$ cat config.mk
export PLATFORM = sky130hd
export DESIGN_NAME = uart_tx_arbiter
export DESIGN_NICKNAME = d
export VERILOG_FILES = /design/src/rtl/uart_tx_arbiter.sv
export SDC_FILE = /design/constraint.sdc
export NUM_CORES = 1
export LEC_CHECK = 0
export BUFFER_PORTS_ARGS = -buffer_cell sky130_fd_sc_hd__buf_4
export CAP_MARGIN = 20
export CORE_MARGIN = 10
export CORE_UTILIZATION = 30
export CTS_CLUSTER_DIAMETER = 50
export CTS_CLUSTER_SIZE = 30
export DETAILED_ROUTE_END_ITERATION = 8
export PLACE_DENSITY = 0.56
export SLEW_MARGIN = 30
export SYNTH_ARGS = -nofsm -noshare
export SYNTH_HDL_FRONTEND = slang
export SYNTH_SLANG_ARGS = --single-unit
$ cat constraint.sdc
create_clock -name clk -period 2.2 [get_ports clk]
set_input_delay 0.11 -clock clk [delete_from_list [all_inputs] [get_ports clk]]
set_output_delay 0.11 -clock clk [all_outputs]
set_load 0.02 [all_outputs]
$ cat src/rtl/uart_tx_arbiter.sv
// uart_tx_arbiter: round-robin, message-atomic sharing of one uart_tx among NumReq byte streams
module uart_tx_arbiter #(
  parameter int NumReq = 4,
  parameter int DataBits = 8,
  parameter int GapCycles = 0,
  parameter int TimeoutCycles = 1024
) (
  input  logic                       clk,
  input  logic                       rst,
  input  logic [NumReq*DataBits-1:0] req_data,
  input  logic [NumReq-1:0]          req_valid,
  input  logic [NumReq-1:0]          req_last,
  output logic [NumReq-1:0]          req_ready,
  output logic [DataBits-1:0]        tx_data,
  output logic                       tx_valid,
  input  logic                       tx_ready,
  output logic [NumReq-1:0]          grant,
  output logic                       busy,
  output logic                       abort
);
  localparam int PW = $clog2(NumReq);
  localparam int GW = GapCycles > 0 ? $clog2(GapCycles + 1) : 1;
  localparam int TW = TimeoutCycles > 0 ? $clog2(TimeoutCycles + 1) : 1;
  localparam int GL = GapCycles > 0 ? GapCycles - 1 : 0;
  localparam int TL = TimeoutCycles > 0 ? TimeoutCycles - 1 : 0;
  typedef enum logic [1:0] {ARB, SEND, GAP} state_t;
  state_t state, state_n;
  logic [PW-1:0] rr_ptr, rr_n, gidx, gidx_n, pick, nxt;
  logic [NumReq-1:0] grant_n;
  logic [GW-1:0] gcnt, gcnt_n;
  logic [TW-1:0] tcnt, tcnt_n;
  logic abort_n, found, vg, xfer, done, tout;
  always_comb begin
    pick = rr_ptr;
    found = 1'b0;
    for (int i = 0; i < NumReq; i++) begin
      if (!found && req_valid[PW'((int'(rr_ptr) + i) % NumReq)]) begin
        found = 1'b1;
        pick = PW'((int'(rr_ptr) + i) % NumReq);
      end
    end
  end
  assign nxt = (gidx == PW'(NumReq - 1)) ? '0 : gidx + 1'b1;
  assign vg = (state == SEND) && req_valid[gidx];
  assign xfer = vg && tx_ready;
  assign done = xfer && req_last[gidx];
  // the counter reaching TL means this is the TimeoutCycles-th idle cycle
  assign tout = (TimeoutCycles != 0) && (state == SEND) && !req_valid[gidx] && (tcnt == TW'(TL));
  assign tx_valid = vg;
  assign tx_data = (state == SEND) ? req_data[gidx*DataBits +: DataBits] : '0;
  assign req_ready = xfer ? grant : '0;
  assign busy = state != ARB;
  always_comb begin
    state_n = state;
    rr_n = rr_ptr;
    gidx_n = gidx;
    grant_n = grant;
    gcnt_n = gcnt;
    tcnt_n = tcnt;
    abort_n = 1'b0;
    if (state == ARB && found) begin
      state_n = SEND;
      gidx_n = pick;
      grant_n = NumReq'(1) << pick;
      tcnt_n = '0;
    end
    if (done || tout) begin
      state_n = GapCycles > 0 ? GAP : ARB;
      rr_n = nxt;
      grant_n = '0;
      gcnt_n = '0;
      abort_n = tout;
    end else if (xfer) tcnt_n = '0;
    else if (state == SEND && !req_valid[gidx] && tcnt != '1) tcnt_n = tcnt + 1'b1;
    if (state == GAP) begin
      state_n = (gcnt == GW'(GL)) ? ARB : GAP;
      gcnt_n = (gcnt == '1) ? gcnt : gcnt + 1'b1;
    end
  end
  always_ff @(posedge clk or posedge rst) begin
    if (rst) begin
      state <= ARB;
      rr_ptr <= '0;
      gidx <= '0;
      grant <= '0;
      gcnt <= '0;
      tcnt <= '0;
      abort <= 1'b0;
    end else begin
      state <= state_n;
      rr_ptr <= rr_n;
      gidx <= gidx_n;
      grant <= grant_n;
      gcnt <= gcnt_n;
      tcnt <= tcnt_n;
      abort <= abort_n;
    end
  end
endmodule

==> results_tabular.tex <==
\begin{tabular}{lr}
\hline
Metric & Value \\
\hline
\multicolumn{2}{l}{\textbf{Run status}} \\
Outcome & finished clean \\
\multicolumn{2}{l}{\textbf{Logic synthesis}} \\
Number of standard cells after synthesis & 163 \\
Number of flops mapped to enable cells by yosys & 0 \\
Proportion of synthesized chip area in sequential cells & 34.7\% \\
Ys flop type & dfrtp\_1 \\
Synth Area per Inst & 10.2 um\^{}2 \\
Post-synthesis cell area & 1660 um\^{}2 \\
Unique cell type count in the Yosys netlist & 48 \\
Post-synth ARST share & 100\% \\
Number of synthesized register bits & 23 \\
Syn Nets & 208 \\
Number of warnings reported in the yosys synthesis log & 0 \\
\multicolumn{2}{l}{\textbf{Critical path}} \\
Category of the most critical setup path & flip-flop to output port \\
Critical Path Sink Type & output port \\
Endpoint of the worst-slack reg-to-reg timing path & rr\_ptr[0] \\
Required time of the worst setup path & 2.09 ns \\
Critical path peak fanout & 8 \\
Register-to-register path setup slack & 0.28 ns \\
Worst r2r path cells & 5 \\
Critical Path Start Type & flip-flop \\
WP data arrival & 1.84 ns \\
Crit Reg-Reg Startpoint & gidx[0] \\
End point of the critical path & tx\_data[2] \\
Start point of the critical path & gidx[0] \\
\multicolumn{2}{l}{\textbf{Timing}} \\
Max Transition Viols Final & 0 \\
Highest clock frequency the design can meet & 513 MHz \\
Final worst setup slack & 0.252 ns \\
Unrepaired setup endpoints after global routing & false \\
Final Hold Vio Count & 0 \\
Minimum clock period after layout & 1.95 ns \\
Share of the cycle needed by the critical path after routing & 88.6\% \\
Clock tree skew after final layout & 0.00163 ns \\
Final setup violating endpoints & 0 \\
Least-Margin Pin Slew & 0.555 ns \\
Fin Setup TNS & 0 ns \\
Max-slew headroom at the worst pin & 63.0\% \\
\multicolumn{2}{l}{\textbf{Drt}} \\
Detailed-route wire length per cell & 15.6 um \\
Routed Antenna Nets & 0 \\
Drt total wl & 4650 um \\
Via count & 1543 \\
Average vias per placed instance & 5.18 \\
Drc violations & 0 \\
Number of design-rule violations left by the first detailed-router iteration & 45 \\
Detailed Routing Iterations Pass 1 & 4 \\
\multicolumn{2}{l}{\textbf{Global route}} \\
Remaining global-route overflow & 0 \\
First-pass GRT wire length & 7560 um \\
Vias in the first global route & 1490 \\
Overall Global Routing Usage & 10.4\% \\
Antenna violations before repair & 0 \\
Pin count of the biggest net entering global routing & 24 \\
\multicolumn{2}{l}{\textbf{Layout}} \\
Antenna diodes & 0 \\
Number of nets in the layout & 272 \\
Area occupied by multi-input gates & 1020 um\^{}2 \\
Share of cells above drive strength 1 & 42.5\% \\
Post-route design area & 2250 um\^{}2 \\
Area used by sequential logic in the layout & 576 um\^{}2 \\
Area growth from synthesis to layout & 35.4\% \\
Fill cells & 527 \\
Most common cell after layout, fill and taps aside & buf\_4 \\
Most frequent cells in the layout & buf\_4 (65), dfrtp\_1 (23), nor2\_1 (20), nor2b\_1 (12), nand2\_1 (12) \\
\multicolumn{2}{l}{\textbf{Clock tree}} \\
Clock network latency to the later pin of the worst-skew pair & 0.26 ns \\
Clock H-tree levels & 1 \\
\# clock sinks & 23 \\
Number of CTS-inserted buffers & 3 \\
Number of buffers on the longest clock path & 2 \\
TritonCTS clock tree & built \\
Library cell used as clock root buffer & clkbuf\_8 \\
Register clock-pin slew on the reported worst setup and hold paths & 0.08 ns \\
Post-CTS setup buffer count & 0 \\
\multicolumn{2}{l}{\textbf{Power}} \\
Seq pwr share & 28.5\% \\
Share of total power in the clock network & 11.5\% \\
Leakage power of the design & 1.01 nW \\
Net Sw Frac & 41.8\% \\
Peak VDD IR & 0.402 mV \\
Design internal power & 1.30 mW \\
Net Sw Power & 934 uW \\
Logic pwr share & 59.9\% \\
P per Cell Area & 993 nW/um\^{}2 \\
\multicolumn{2}{l}{\textbf{Placed design}} \\
Post-placement worst setup slack & 0.265 ns \\
DPL Wire Length & 3800 um \\
Count of port buffers added during placement & 61 \\
Global placement routability congestion & 0.810 \\
Area of placed instances & 2190 um\^{}2 \\
\multicolumn{2}{l}{\textbf{Floorplan}} \\
Initial Util & 30.5\% \\
Die outline area & 8910 um\^{}2 \\
Std-Cell Core Area & 5440 um\^{}2 \\
Top-level I/O count & 62 \\
DIE HEIGHT & 94.4 um \\
Total number of placement rows & 27 \\
Horizontal die dimension & 94.4 um \\
\multicolumn{2}{l}{\textbf{Job}} \\
Count of maximum capacitance violations & 0 \\
\multicolumn{2}{l}{\textbf{Worst hold path}} \\
Class of the tightest hold or removal check & primary input to flip-flop \\
\hline
\end{tabular}
-- layer usage --
layer | part of all wire, % | vias up | global-route usage (%)
met5 | 0 | - | 0
met4 | 1.0 | 0 | 3.54
met3 | 14 | 4 | 3.09
met2 | 45 | 61 | 16.6
met1 | 41 | 743 | 13.1
li1 | - | 735 | -
-- final cells by class --
class,count,area share (%)
Timing Repair Buffer,66,22.1
Inverter,5,0.835
Sequential cell,23,25.6
Tap cell,72,4.01
Multi-Input combinational cell,128,45.4
Clock buffer,4,2.00
-- timing repair --
action                                 in CTS  in global routing
resized for setup                           0                  0
hold buffers                                1                  0
endpoints found under the hold margin      23                  0
-- cell usage after synthesis (all sizes together), types with 3 or more instances --
cell type | count | area [um^2]
nand3b | 3 | 22.5
a31o | 3 | 26.3
o211ai | 3 | 22.5
nand4 | 4 | 25.0
mux2 | 3 | 33.8
inv | 5 | 18.8
or3 | 3 | 21.3
nand3 | 3 | 15.0
nor2b | 13 | 88.8
a21oi | 7 | 35.0
and2 | 4 | 25.0
mux2i | 3 | 30.0
nor2 | 20 | 75.1
dfrtp | 23 | 576
buf | 4 | 32.5
mux4 | 10 | 225
clkbuf | 3 | 12.5
nor4 | 5 | 58.8
nand2 | 12 | 45.0
o21ai | 6 | 30.0
-- flip-flops by register name, summed over array words and instances, names as in the netlist --
register	count
tcnt	11
grant	4
gidx	2
rr_ptr	2
state	2
abort	1
gcnt	1
-- logic make-up after synthesis --
| kind of cell | Yosys count | share of synthesized area, % |
|---|---|---|
| and+or+nand+nor | 78 | 27.6 |
| AOI/OAI and AO/OA | 31 | 14.5 |
| DFF | 23 | 34.7 |
| muxes | 16 | 17.4 |
| buffers and inverters | 12 | 3.84 |
| adders and majority gates | 2 | 1.51 |
| xor gates and xnor gates | 1 | 0.528 |
-- power groups by stage --
stage                     registers, mW  logic, mW  clock network (mW)
after floorplan                   0.645      0.939                   0
after global routing              0.659       1.47               0.295
final                             0.637       1.34               0.258
after detailed placement          0.644       1.36                   0
after CTS                         0.637       1.36               0.274
after global placement            0.645       1.35                   0
-- critical path: stages, from the launching register on --
cell and delay (ns):
dfrtp_1 0.50, buf_4 0.26, mux4_2 0.51, nor2b_1 0.14
buf_4 0.17
-- worst min-delay path by stage --
stage                 startpoint  endpoint  slack, ns  depth (start not counted)
finish              req_valid[1]  grant[2]       0.30                          4
global route        req_valid[1]  grant[2]       0.33                          4
CTS                 req_valid[1]   gidx[1]       0.29                          4
detailed placement           rst     abort       0.19                          3
global placement             rst     abort       0.18                          3
floorplan                    rst     abort       0.11                          1
-- through the flow --
stage               utilization (%)  hold WS, ns  power [mW]  std cells
detailed placement             40.3        0.185        2.00        293
finish                         41.3        0.304        2.23        298
global placement               40.3        0.182        1.99        293
CTS                            41.3        0.293        2.27        298
floorplan                         -        0.112        1.58        163
global route                   41.3        0.334        2.43        298
Note: power is estimated with default switching activity, not from simulation.
